===== src/rtl/ddr4_cmd_pkg.sv =====
// Shared types and constants for the DDR4 command-pin phase packer.
// Holds the command codes, the pin encoding table and the tap sequencer state enum.
package ddr4_cmd_pkg;

    localparam int unsigned CMD_TYPE_W  = 3;
    localparam int unsigned PHASE_W     = 2;
    localparam int unsigned GEAR        = 4;
    localparam int unsigned TAP_STEPS_W = 8;

    localparam logic [CMD_TYPE_W-1:0] CMD_DES = 3'd0;
    localparam logic [CMD_TYPE_W-1:0] CMD_ACT = 3'd1;
    localparam logic [CMD_TYPE_W-1:0] CMD_RD  = 3'd2;
    localparam logic [CMD_TYPE_W-1:0] CMD_WR  = 3'd3;
    localparam logic [CMD_TYPE_W-1:0] CMD_PRE = 3'd4;
    localparam logic [CMD_TYPE_W-1:0] CMD_REF = 3'd5;
    localparam logic [CMD_TYPE_W-1:0] CMD_MRS = 3'd6;
    localparam logic [CMD_TYPE_W-1:0] CMD_ZQC = 3'd7;

    typedef struct packed {
        logic cs_n;
        logic act_n;
        logic ras_n;
        logic cas_n;
        logic we_n;
    } cmd_pins_t;

    // {CS_N, ACT_N, RAS_N, CAS_N, WE_N} indexed by command code; ACT drives RAS/CAS/WE high
    localparam logic [7:0][4:0] CMD_ENC_TABLE = {
        5'b01110,   // ZQC
        5'b01000,   // MRS
        5'b01001,   // REF
        5'b01010,   // PRE
        5'b01100,   // WR
        5'b01101,   // RD
        5'b00111,   // ACT
        5'b11111    // DES
    };

    function automatic cmd_pins_t cmd_encode(input logic [CMD_TYPE_W-1:0] cmd_type);
        return cmd_pins_t'(CMD_ENC_TABLE[cmd_type]);
    endfunction

    typedef enum logic [2:0] {
        TAP_IDLE   = 3'd0,
        TAP_MOVE   = 3'd1,
        TAP_SETTLE = 3'd2,
        TAP_LOAD   = 3'd3,
        TAP_DONE   = 3'd4
    } tap_state_e;

endpackage


===== src/rtl/ddr4_tap_stepper.sv =====
// Delay-line tap sequencer: issues MOVE pulses separated by settle time, or a single LOAD.
// All outputs are registered and track the state being entered.
import ddr4_cmd_pkg::*;

module ddr4_tap_stepper #(
    parameter int unsigned SETTLE_CYC = 4
) (
    input  logic                   clk,
    input  logic                   rst,
    input  logic                   tap_req,
    input  logic                   tap_load_req,
    input  logic                   tap_dir,
    input  logic [TAP_STEPS_W-1:0] tap_steps,
    input  logic                   out_of_range,
    output logic                   busy,
    output logic                   done,
    output logic                   err,
    output logic                   dl_move,
    output logic                   dl_direction,
    output logic                   dl_load
);

    localparam int unsigned SET_W = (SETTLE_CYC > 1) ? $clog2(SETTLE_CYC) : 1;

    tap_state_e             state;
    logic [TAP_STEPS_W-1:0] step_cnt;
    logic [SET_W-1:0]       settle_cnt;

    always_ff @(posedge clk or posedge rst) begin
        if (rst) begin
            state        <= TAP_IDLE;
            step_cnt     <= '0;
            settle_cnt   <= '0;
            busy         <= 1'b0;
            done         <= 1'b0;
            err          <= 1'b0;
            dl_move      <= 1'b0;
            dl_direction <= 1'b0;
            dl_load      <= 1'b0;
        end else begin
            dl_move <= 1'b0;
            dl_load <= 1'b0;
            done    <= 1'b0;
            case (state)
                TAP_IDLE: begin
                    // a step request outranks a simultaneous load request
                    if (tap_req) begin
                        err          <= 1'b0;
                        busy         <= 1'b1;
                        dl_direction <= tap_dir;
                        step_cnt     <= tap_steps;
                        if (tap_steps == '0) begin
                            state <= TAP_DONE;
                            done  <= 1'b1;
                        end else begin
                            state   <= TAP_MOVE;
                            dl_move <= 1'b1;
                        end
                    end else if (tap_load_req) begin
                        err          <= 1'b0;
                        busy         <= 1'b1;
                        dl_direction <= 1'b0;
                        state        <= TAP_LOAD;
                        dl_load      <= 1'b1;
                    end
                end
                TAP_MOVE: begin
                    step_cnt <= step_cnt - TAP_STEPS_W'(1);
                    if (out_of_range) begin
                        err   <= 1'b1;
                        state <= TAP_DONE;
                        done  <= 1'b1;
                    end else begin
                        state      <= TAP_SETTLE;
                        settle_cnt <= SET_W'(SETTLE_CYC - 1);
                    end
                end
                TAP_SETTLE: begin
                    if (out_of_range) begin
                        err   <= 1'b1;
                        state <= TAP_DONE;
                        done  <= 1'b1;
                    end else if (settle_cnt == '0) begin
                        if (step_cnt != '0) begin
                            state   <= TAP_MOVE;
                            dl_move <= 1'b1;
                        end else begin
                            state <= TAP_DONE;
                            done  <= 1'b1;
                        end
                    end else begin
                        settle_cnt <= settle_cnt - SET_W'(1);
                    end
                end
                TAP_LOAD: begin
                    state <= TAP_DONE;
                    done  <= 1'b1;
                end
                TAP_DONE: begin
                    state        <= TAP_IDLE;
                    busy         <= 1'b0;
                    dl_direction <= 1'b0;
                end
                default: begin
                    state        <= TAP_IDLE;
                    busy         <= 1'b0;
                    dl_direction <= 1'b0;
                end
            endcase
        end
    end

endmodule


===== src/rtl/ddr4_cmd_phase_packer.sv =====
// Fabric-side DDR4 command stage: places one command per FAB_CLK into a 4:1 phase slot
// for the command-pin IODs and hosts the delay-line tap sequencer.
import ddr4_cmd_pkg::*;

module ddr4_cmd_phase_packer #(
    parameter int unsigned MIN_GAP    = 2,
    parameter int unsigned SETTLE_CYC = 4
) (
    input  logic                   FAB_CLK,
    input  logic                   ARST,
    input  logic                   CMD_EN,
    input  logic                   CMD_VALID,
    output logic                   CMD_READY,
    input  logic [CMD_TYPE_W-1:0]  CMD_TYPE,
    input  logic [PHASE_W-1:0]     CMD_PHASE,
    output logic [GEAR-1:0]        CS_N_DATA,
    output logic [GEAR-1:0]        ACT_N_DATA,
    output logic [GEAR-1:0]        RAS_N_DATA,
    output logic [GEAR-1:0]        CAS_N_DATA,
    output logic [GEAR-1:0]        WE_N_DATA,
    output logic [GEAR-1:0]        OE_DATA,
    input  logic                   TAP_REQ,
    input  logic                   TAP_LOAD_REQ,
    input  logic                   TAP_DIR,
    input  logic [TAP_STEPS_W-1:0] TAP_STEPS,
    output logic                   TAP_BUSY,
    output logic                   TAP_DONE,
    output logic                   TAP_ERR,
    output logic                   DELAY_LINE_MOVE,
    output logic                   DELAY_LINE_DIRECTION,
    output logic                   DELAY_LINE_LOAD,
    input  logic                   DELAY_LINE_OUT_OF_RANGE
);

    localparam int unsigned GAP_W = (MIN_GAP > 2) ? $clog2(MIN_GAP - 1) : 1;

    logic             xfer_c;
    logic             gap_start_c;
    cmd_pins_t        enc_c;
    logic [GEAR-1:0]  slot_c;
    logic [GAP_W-1:0] gap_cnt;

    assign xfer_c      = CMD_VALID & CMD_READY;
    assign gap_start_c = xfer_c && (CMD_TYPE != CMD_DES);
    assign slot_c      = GEAR'(1) << CMD_PHASE;

    // idle cycles carry the DES pattern, which leaves every slot high
    always_comb begin
        enc_c = cmd_pins_t'('1);
        if (xfer_c) begin
            enc_c = cmd_encode(CMD_TYPE);
        end
    end

    // READY throttle: drop for MIN_GAP-1 cycles after any non-DES transfer
    always_ff @(posedge FAB_CLK or posedge ARST) begin
        if (ARST) begin
            CMD_READY <= 1'b0;
            gap_cnt   <= '0;
        end else if (gap_start_c && (MIN_GAP > 1)) begin
            CMD_READY <= 1'b0;
            gap_cnt   <= GAP_W'(MIN_GAP - 2);
        end else if (!CMD_READY) begin
            if (gap_cnt == '0) begin
                CMD_READY <= 1'b1;
            end else begin
                gap_cnt <= gap_cnt - GAP_W'(1);
            end
        end
    end

    // a pin goes low only in the selected slot, and only if the encoding asks for it
    always_ff @(posedge FAB_CLK or posedge ARST) begin
        if (ARST) begin
            CS_N_DATA  <= '1;
            ACT_N_DATA <= '1;
            RAS_N_DATA <= '1;
            CAS_N_DATA <= '1;
            WE_N_DATA  <= '1;
            OE_DATA    <= '0;
        end else begin
            CS_N_DATA  <= ~(slot_c & {GEAR{~enc_c.cs_n}});
            ACT_N_DATA <= ~(slot_c & {GEAR{~enc_c.act_n}});
            RAS_N_DATA <= ~(slot_c & {GEAR{~enc_c.ras_n}});
            CAS_N_DATA <= ~(slot_c & {GEAR{~enc_c.cas_n}});
            WE_N_DATA  <= ~(slot_c & {GEAR{~enc_c.we_n}});
            OE_DATA    <= {GEAR{CMD_EN}};
        end
    end

    ddr4_tap_stepper #(
        .SETTLE_CYC (SETTLE_CYC)
    ) u_tap_stepper (
        .clk          (FAB_CLK),
        .rst          (ARST),
        .tap_req      (TAP_REQ),
        .tap_load_req (TAP_LOAD_REQ),
        .tap_dir      (TAP_DIR),
        .tap_steps    (TAP_STEPS),
        .out_of_range (DELAY_LINE_OUT_OF_RANGE),
        .busy         (TAP_BUSY),
        .done         (TAP_DONE),
        .err          (TAP_ERR),
        .dl_move      (DELAY_LINE_MOVE),
        .dl_direction (DELAY_LINE_DIRECTION),
        .dl_load      (DELAY_LINE_LOAD)
    );

endmodule


===== config.mk =====
export PLATFORM = sky130hd
export DESIGN_NAME = ddr4_cmd_phase_packer
export DESIGN_NICKNAME = d
export VERILOG_FILES = /design/src/rtl/ddr4_cmd_pkg.sv /design/src/rtl/ddr4_tap_stepper.sv /design/src/rtl/ddr4_cmd_phase_packer.sv
export SDC_FILE = /design/constraint.sdc
export NUM_CORES = 1
export LEC_CHECK = 0
export ABC_AREA = 1
export CAP_MARGIN = 10
export CORE_ASPECT_RATIO = 0.5
export CORE_MARGIN = 4
export CORE_UTILIZATION = 52
export DETAILED_ROUTE_END_ITERATION = 16
export PLACE_DENSITY = 0.94
export SYNTH_ARGS = -nofsm -noshare
export SYNTH_HDL_FRONTEND = slang
export SYNTH_HIERARCHICAL = 1
export SYNTH_SLANG_ARGS = --single-unit

===== constraint.sdc =====
create_clock -name FAB_CLK -period 3.6 [get_ports FAB_CLK]
set_input_delay 0.54 -clock FAB_CLK [delete_from_list [all_inputs] [get_ports FAB_CLK]]
set_output_delay 0.54 -clock FAB_CLK [all_outputs]
set_load 0.03 [all_outputs]

==> results of run 1 <==
-- cell usage after synthesis, drive strengths merged --
master	number	area share [%]
a21oi	3	1.3
buf	5	2.2
dfrtp	21	26
dfstp	20	26
ha	6	3.7
inv	34	6.3
nand2	77	15
nand3	29	7.4
nand4	2	0.62
nor2	24	6.6
nor3	1	0.25
o211ai	1	0.37
o21ai	13	3.6
xor2	2	0.87
-- logic make-up after synthesis --
| kind of cell | count (synthesis) | synth area share, % |
|---|---|---|
| AND/OR/NAND/NOR | 133 | 29.6 |
| flip-flops | 41 | 52.0 |
| buffers and inverters | 39 | 8.54 |
| AO/OA/AOI/OAI | 17 | 5.26 |
| adder cells (fa/ha/maj) | 6 | 3.71 |
| XOR/XNOR | 2 | 0.866 |
-- flip-flops by register name (all words and copies together) (netlist names) --
register                    count
ACT_N_DATA                      4
CAS_N_DATA                      4
CMD_READY                       1
CS_N_DATA                       4
OE_DATA                         1
RAS_N_DATA                      4
WE_N_DATA                       4
u_tap_stepper/busy              1
u_tap_stepper/dl_direction      1
u_tap_stepper/dl_load           1
u_tap_stepper/dl_move           1
u_tap_stepper/done              1
u_tap_stepper/err               1
u_tap_stepper/settle_cnt        2
u_tap_stepper/state             3
u_tap_stepper/step_cnt          8
-- how the worst max path moves through the flow --
stage	end	slack [ns]
2_1_floorplan	OE_DATA[1]	2.32
3_3_place_gp	u_tap_stepper/step_cnt[2]	1.83
3_5_place_dp	u_tap_stepper/step_cnt[6]	1.82
4_1_cts	CAS_N_DATA[1]	1.57
5_1_grt	CAS_N_DATA[0]	1.53
6_report	CAS_N_DATA[2]	1.58
-- routing by layer --
metal	track usage, %	vias to the layer above
met4	8.96	0
met2	36.8	96
met1	23.0	821
met3	6.50	14
li1	-	848
met5	0	-
-- per-stage QoR --
| step | power, W | std cells | worst slack (ns) |
|---|---|---|---|
| after detailed placement | 0.00137 | 335 | 1.82 |
| after CTS | 0.00174 | 343 | 1.57 |
| after global placement | 0.00134 | 335 | 1.83 |
| final | 0.00174 | 343 | 1.58 |
| after global routing | 0.00188 | 343 | 1.53 |
| after floorplan | 0.00118 | 238 | 2.32 |
-- layout by cell type, fill, tap and decap left out --
| master | netlist | layout |
|---|---|---|
| dfrtp_1 | 21 | 21 |
| o211ai_1 | 1 | 1 |
| nor3_1 | 1 | 1 |
| dfstp_2 | 20 | 20 |
| nor2_4 | 5 | 5 |
| nand2_1 | 73 | 73 |
| nor2_2 | 2 | 2 |
| clkbuf_1 | 0 | 1 |
| clkbuf_16 | 0 | 1 |
| nand3_1 | 28 | 28 |
| nand4_1 | 2 | 2 |
| clkdlybuf4s50_1 | 0 | 51 |
| o21ai_0 | 11 | 11 |
| nor2_1 | 17 | 17 |
| a21oi_4 | 1 | 1 |
| inv_1 | 30 | 30 |
| ha_1 | 6 | 6 |
| xor2_1 | 2 | 2 |
| nand3_2 | 1 | 1 |
| o21ai_2 | 2 | 2 |
| a21oi_1 | 2 | 2 |
| clkbuf_8 | 0 | 6 |
| inv_2 | 4 | 4 |
| nand2_2 | 4 | 4 |
-- power groups by stage --
stage | combinational (W) | sequential, W | clock, W
2_1_floorplan | 0.000473 | 0.000708 | 0
6_report | 0.000748 | 0.000649 | 0.000348
4_1_cts | 0.000739 | 0.000647 | 0.000355
5_1_grt | 0.000838 | 0.000663 | 0.000380
3_3_place_gp | 0.000694 | 0.000650 | 0
3_5_place_dp | 0.000722 | 0.000652 | 0
-- area by class of cell --
class | count | area, um^2 | share of cell area [%]
multi-input combinational | 158 | 798 | 30.0
inverter | 34 | 128 | 4.79
tap | 51 | 63.8 | 2.40
sequential | 41 | 1050 | 39.5
clock buffer | 8 | 111 | 4.18
timing repair buffer | 51 | 510 | 19.2
-- worst register-to-register path: cells and delay by family (launching register included) --
family / cells / cell delay (ns)
flops: 1 / 0.41
compound gates: 1 / 0.08
simple gates: 6 / 0.82
==> impl_results.md, run 1 <==
- Hold Path End: u_tap_stepper/dl_direction
- Status: finished, final reports clean
- Wire length on met2: 2.32 mm
- YS warnings: 6
- Die ar.: 5010 um^2
- Max-cap violation count: 0
- Critical path arrival: 1.48 ns
- Worst hold path startpoint: u_tap_stepper/dl_direction
- Period utilisation layout: 56.0%
- CTS clk-pin slew, worst paths: 0.08 ns
- Final HPWL DP: 3.31 mm
- # IOs: 52
- Nets@finish: 318
- CTS Buffer Depth: 2
- CTS Hold Buffers Added: 0
- Tightest Pin Transition: 0.746 ns
- Mapped Cells: 238
- Share of layout cells above drive strength 1: 15.8%
- Clk pwr share: 20.0%
- CP cell instances: clkdlybuf4s50_1
- Via count: 1779
- Max FO, Critical Path: 1
- Met1 WL: 1.75 mm
- Critical Path Source Type: flip-flop
- Syn_nets: 265
- Slew Viols, Final: 0
- Hold Fails Final Rpt: 0
- Sw power: 0.000712 W
- #FFs+latches synth: 41
- Initial core utilization: 56.4%
- WP depth: 1
- Overall global routing resource usage: 20.7%
- Hold Slack: 0.475 ns
- Register area share after synthesis: 52.0%
- LEAKAGE: 1.27 nW
- Antenna viol nets, final: 0
- Inserted Clock Buffers: 5
- Max stage delay on crit path: 0.67 ns
- CTS tree: yes
- Clk sink count: 41
- CP Class: flip-flop to output pin
- Antenna cells: 0
- Avg Inst Size Synth: 8.50 um^2
- Critical Path End Type: output pin
- Area Growth Syn to Fin: 31.7%
- Largest net degree at the start of global routing: 23
- Height of the die: 52.1 um
- Switching share of power: 40.8%
- Slowest CP cell: clkdlybuf4s50_1
- Max VDD drop: 234 uV
- Setup TNS: 0 ns
- Uppermost routed layer: met4
- WHS Path Cells: 2
- PwrDens: 655 nW/um^2
- CTS HTree Levels: 2
- Root buf cell: clkbuf_8
- First-pass GRT wire length: 7.71 mm
- CP Buf/Inv Count: 1
- Vias per cell: 5.19
- Synth cell types: 22
- Initial antenna violation count: 0
- Unrepaired setup endpoints after global routing: false
- Total routed wirelength: 4.60 mm
- R2R Path End: u_tap_stepper/step_cnt[6]
- Final Skew: 0.00587 ns
- Met3 routed wirelength: 429 um
- Die width: 96.2 um
- Fin crit period: 2.02 ns
- F_max: 496 MHz
- CP Launch Point: CAS_N_DATA[2]
- Total grt overflow: 0
- Rel. slew slack: 50.2%
- Worst-Skew Late Latency: 0.29 ns
- Final instance area: 2660 um^2
- DR WL/cell: 13.4 um
- Hold/Removal Path Class: flip-flop to flip-flop
- 1st-iter DRT viols: 83
- Logic pwr share: 42.8%
- Fill count: 253
- Flop pwr share: 37.2%
- Finished Core Util: 74.3%
- Top Family by Delay on Critical Path: buffers and inverters
- RR Startpoint: u_tap_stepper/state[0]
- CORE AREA: 3580 um^2
- Setup violations, final: 0
- Postcts setup bufs: 0
- Post-CTS sizing: 0
- Post-Syn Area: 2020 um^2
- Internal: 0.00103 W
- Reg2Reg Depth: 7
- Setup slack, reg-to-reg: 2.20 ns
- Cell Rows: 15
- Final Wtd Congestion: 0.893
- Crit path required time: 3.06 ns
- Residual DRC: 0
- Pre-antenna DRT Iters: 4
- I/O Buffers: 51
- DP Area: 2550 um^2
- Vias in the first global route: 1759
Power figures use the tool's default switching activity.
==> run 2: changes to the inputs <==
--- a/config.mk
+++ b/config.mk
@@ -9,9 +9,9 @@
 export CAP_MARGIN = 10
 export CORE_ASPECT_RATIO = 0.5
 export CORE_MARGIN = 4
-export CORE_UTILIZATION = 52
+export CORE_UTILIZATION = 48
 export DETAILED_ROUTE_END_ITERATION = 16
-export PLACE_DENSITY = 0.94
+export PLACE_DENSITY = 0.89
 export SYNTH_ARGS = -nofsm -noshare
 export SYNTH_HDL_FRONTEND = slang
 export SYNTH_HIERARCHICAL = 1
==> constraint.sdc (replaced) <==
create_clock -name FAB_CLK -period 2.1 [get_ports FAB_CLK]
set_input_delay 0.315 -clock FAB_CLK [delete_from_list [all_inputs] [get_ports FAB_CLK]]
set_output_delay 0.315 -clock FAB_CLK [all_outputs]
set_load 0.03 [all_outputs]
==> run 2 against run 1 <==
Critical path depth unchanged. Routed wire length down 0.54%. Via count down 3.8%. Critical path type unchanged. Non-clock buffer count up 2. Global-route usage down 1.5 points. Register-to-register slack worse by 1.5 ns. Clock skew down 0.0019 ns. Critical endpoint is now CS_N_DATA[0]. Largest cell class unchanged. Hold slack worse by 0.17 ns.
==> impl_results.md, run 2 (synthesized netlist as in run 1, its figures left out) <==
- Status: finished, final reports clean
- Slowest CP cell: clkdlybuf4s50_1
- Max stage delay on crit path: 0.67 ns (about the same)
- Hold/Removal Path Class: input pin to asynchronous set/reset pin
- Clk sink count: 41 (unchanged)
- Die ar.: 5380 um^2 (+7.3%)
- Max VDD drop: 393 uV (+68%)
- Max-cap violation count: 0 (unchanged)
- Cell Rows: 16 (+1)
- Finished Core Util: 66.8% (-7.4 points)
- Area Growth Syn to Fin: 31.7% (unchanged)
- Largest reg by FF count: u_tap_stepper/step_cnt
- Fin crit period: 1.81 ns
- CTS Hold Buffers Added: 0 (unchanged)
- Postcts setup bufs: 0 (unchanged)
- R2R Path End: u_tap_stepper/step_cnt[2]
- Height of the die: 53.9 um (+3.5%)
- CP Class: flip-flop to output pin
- Final Skew: 0.00397 ns (-0.00190 ns)
- Initial core utilization: 50.8% (-5.7 points)
- Total routed wirelength: 4.58 mm (-0.54%)
- Die width: 99.8 um (+3.7%)
- Final HPWL DP: 3.58 mm (+8.2%)
- Unrepaired setup endpoints after global routing: false
- Worst-Skew Late Latency: 0.30 ns (about the same)
- Antenna cells: 0 (unchanged)
- LEAKAGE: 1.27 nW (+0.14%)
- Residual DRC: 0 (unchanged)
- Critical Path Source Type: flip-flop
- Reg2Reg Depth: 7 (unchanged)
- DR WL/cell: 13.2 um (-2.0%)
- CORE AREA: 3980 um^2 (+11%)
- CTS HTree Levels: 2 (unchanged)
- Setup violations, final: 0 (unchanged)
- CTS clk-pin slew, worst paths: 0.08 ns (about the same)
- Root buf cell: clkbuf_8
- Overall global routing resource usage: 19.3% (-1.5 points)
- F_max: 551 MHz
- CTS Buffer Depth: 2 (unchanged)
- Antenna viol nets, final: 0 (unchanged)
- Max FO, Critical Path: 1 (unchanged)
- Share of layout cells above drive strength 1: 16.3% (+0.57 points)
- Post-CTS sizing: 0 (unchanged)
- # IOs: 52 (unchanged)
- Vias per cell: 4.92 (-5.2%)
- Most frequent cells in the layout: 73 x nand2_1, 51 x clkdlybuf4s50_1, 30 x inv_1, 28 x nand3_1, 21 x dfrtp_1
- Rel. slew slack: 74.8% (+25 points)
- Total grt overflow: 0 (unchanged)
- Largest net degree at the start of global routing: 20 (-13%)
- Final Wtd Congestion: 0.874 (-2.2%)
- RR Startpoint: u_tap_stepper/state[0]
- Tightest Pin Transition: 0.377 ns (-0.369 ns)
- Setup TNS: 0 ns (unchanged)
- Critical Path End Type: output pin
- Vias in the first global route: 1714 (-2.6%)
- Top Family by Delay on Critical Path: buffers and inverters
- Period utilisation layout: 86.4%
- Design Power: 0.00292 W (+68%)
- Fill count: 328 (+30%)
- CP cell instances: clkdlybuf4s50_1
- Number of flip-flops in the largest register: 8 (unchanged)
- Crit path required time: 1.78 ns (-1.28 ns)
- Critical path arrival: 1.50 ns (+0.02 ns)
- First-pass GRT wire length: 7.78 mm (+0.80%)
- Setup slack, reg-to-reg: 0.75 ns (-1.45 ns)
- Most common cell after layout, fill and taps aside: nand2_1
- Initial antenna violation count: 0 (unchanged)
- Hold Fails Final Rpt: 0 (unchanged)
- Inserted Clock Buffers: 5 (unchanged)
- CP Buf/Inv Count: 1 (unchanged)
- I/O Buffers: 51 (unchanged)
- Via count: 1711 (-3.8%)
- 1st-iter DRT viols: 61 (-27%)
- PwrDens: 1100 nW/um^2 (+68%)
- Nets@finish: 320 (+0.63%)
- Slew Viols, Final: 0 (unchanged)
- Pre-antenna DRT Iters: 4 (unchanged)
- CTS tree: yes
-- run 2: cell count changes in the layout (fill, tap and decap cells not counted) --
cell,before,now
buf_4,0,2
clkbuf_16,1,0
inv_4,0,1
-- run 2: final cells by class --
type,instances,area (um^2),share of cell area [%]
Multi-Input combinational cell,158,798,30.0
Clock buffer,7,86.3,3.24
Sequential cell,41,1050,39.5
Timing Repair Buffer,53,526,19.7
Clock inverter,1,6.26,0.235
Tap cell,54,67.6,2.54
Inverter,34,128,4.79
-- run 2: routing by layer --
metal  global-route usage (%)  vias to the layer above  wire length (um)
li1                         -                      848                 -
met3                     5.05                        7               249
met5                        0                        -                 0
met2                     34.4                       58              2240
met1                     22.6                      798              2020
met4                     8.16                        0                75
-- run 2: worst max path at each step --
stage | endpoint | depth (start not counted) | slack (ns) | from
CTS | CAS_N_DATA[0] | 1 | 0.26 | CAS_N_DATA[0]
finish | CS_N_DATA[0] | 1 | 0.29 | CS_N_DATA[0]
floorplan | u_tap_stepper/step_cnt[1] | 9 | 0.92 | u_tap_stepper/state[2]
detailed placement | u_tap_stepper/step_cnt[2] | 7 | 0.50 | TAP_REQ
global placement | u_tap_stepper/step_cnt[2] | 7 | 0.56 | TAP_REQ
global route | CAS_N_DATA[1] | 1 | 0.24 | CAS_N_DATA[1]
-- run 2: report_power, final --
part / total [W] / switching [W] / internal, W
sequential: 0.00111 / 0.000130 / 0.000985
combinational: 0.00127 / 0.000822 / 0.000448
clock: 0.000540 / 0.000272 / 0.000268
total: 0.00292 / 0.00122 / 0.00170
-- run 2: stage by stage --
stage	instances	setup slack (ns)	cell area, um^2	hold WS (ns)
2_1_floorplan	238	0.918	2020	0.266
3_3_place_gp	340	0.560	2570	0.455
3_5_place_dp	340	0.503	2570	0.465
4_1_cts	348	0.263	2660	0.309
5_1_grt	348	0.238	2660	0.337
6_report	348	0.286	2660	0.301
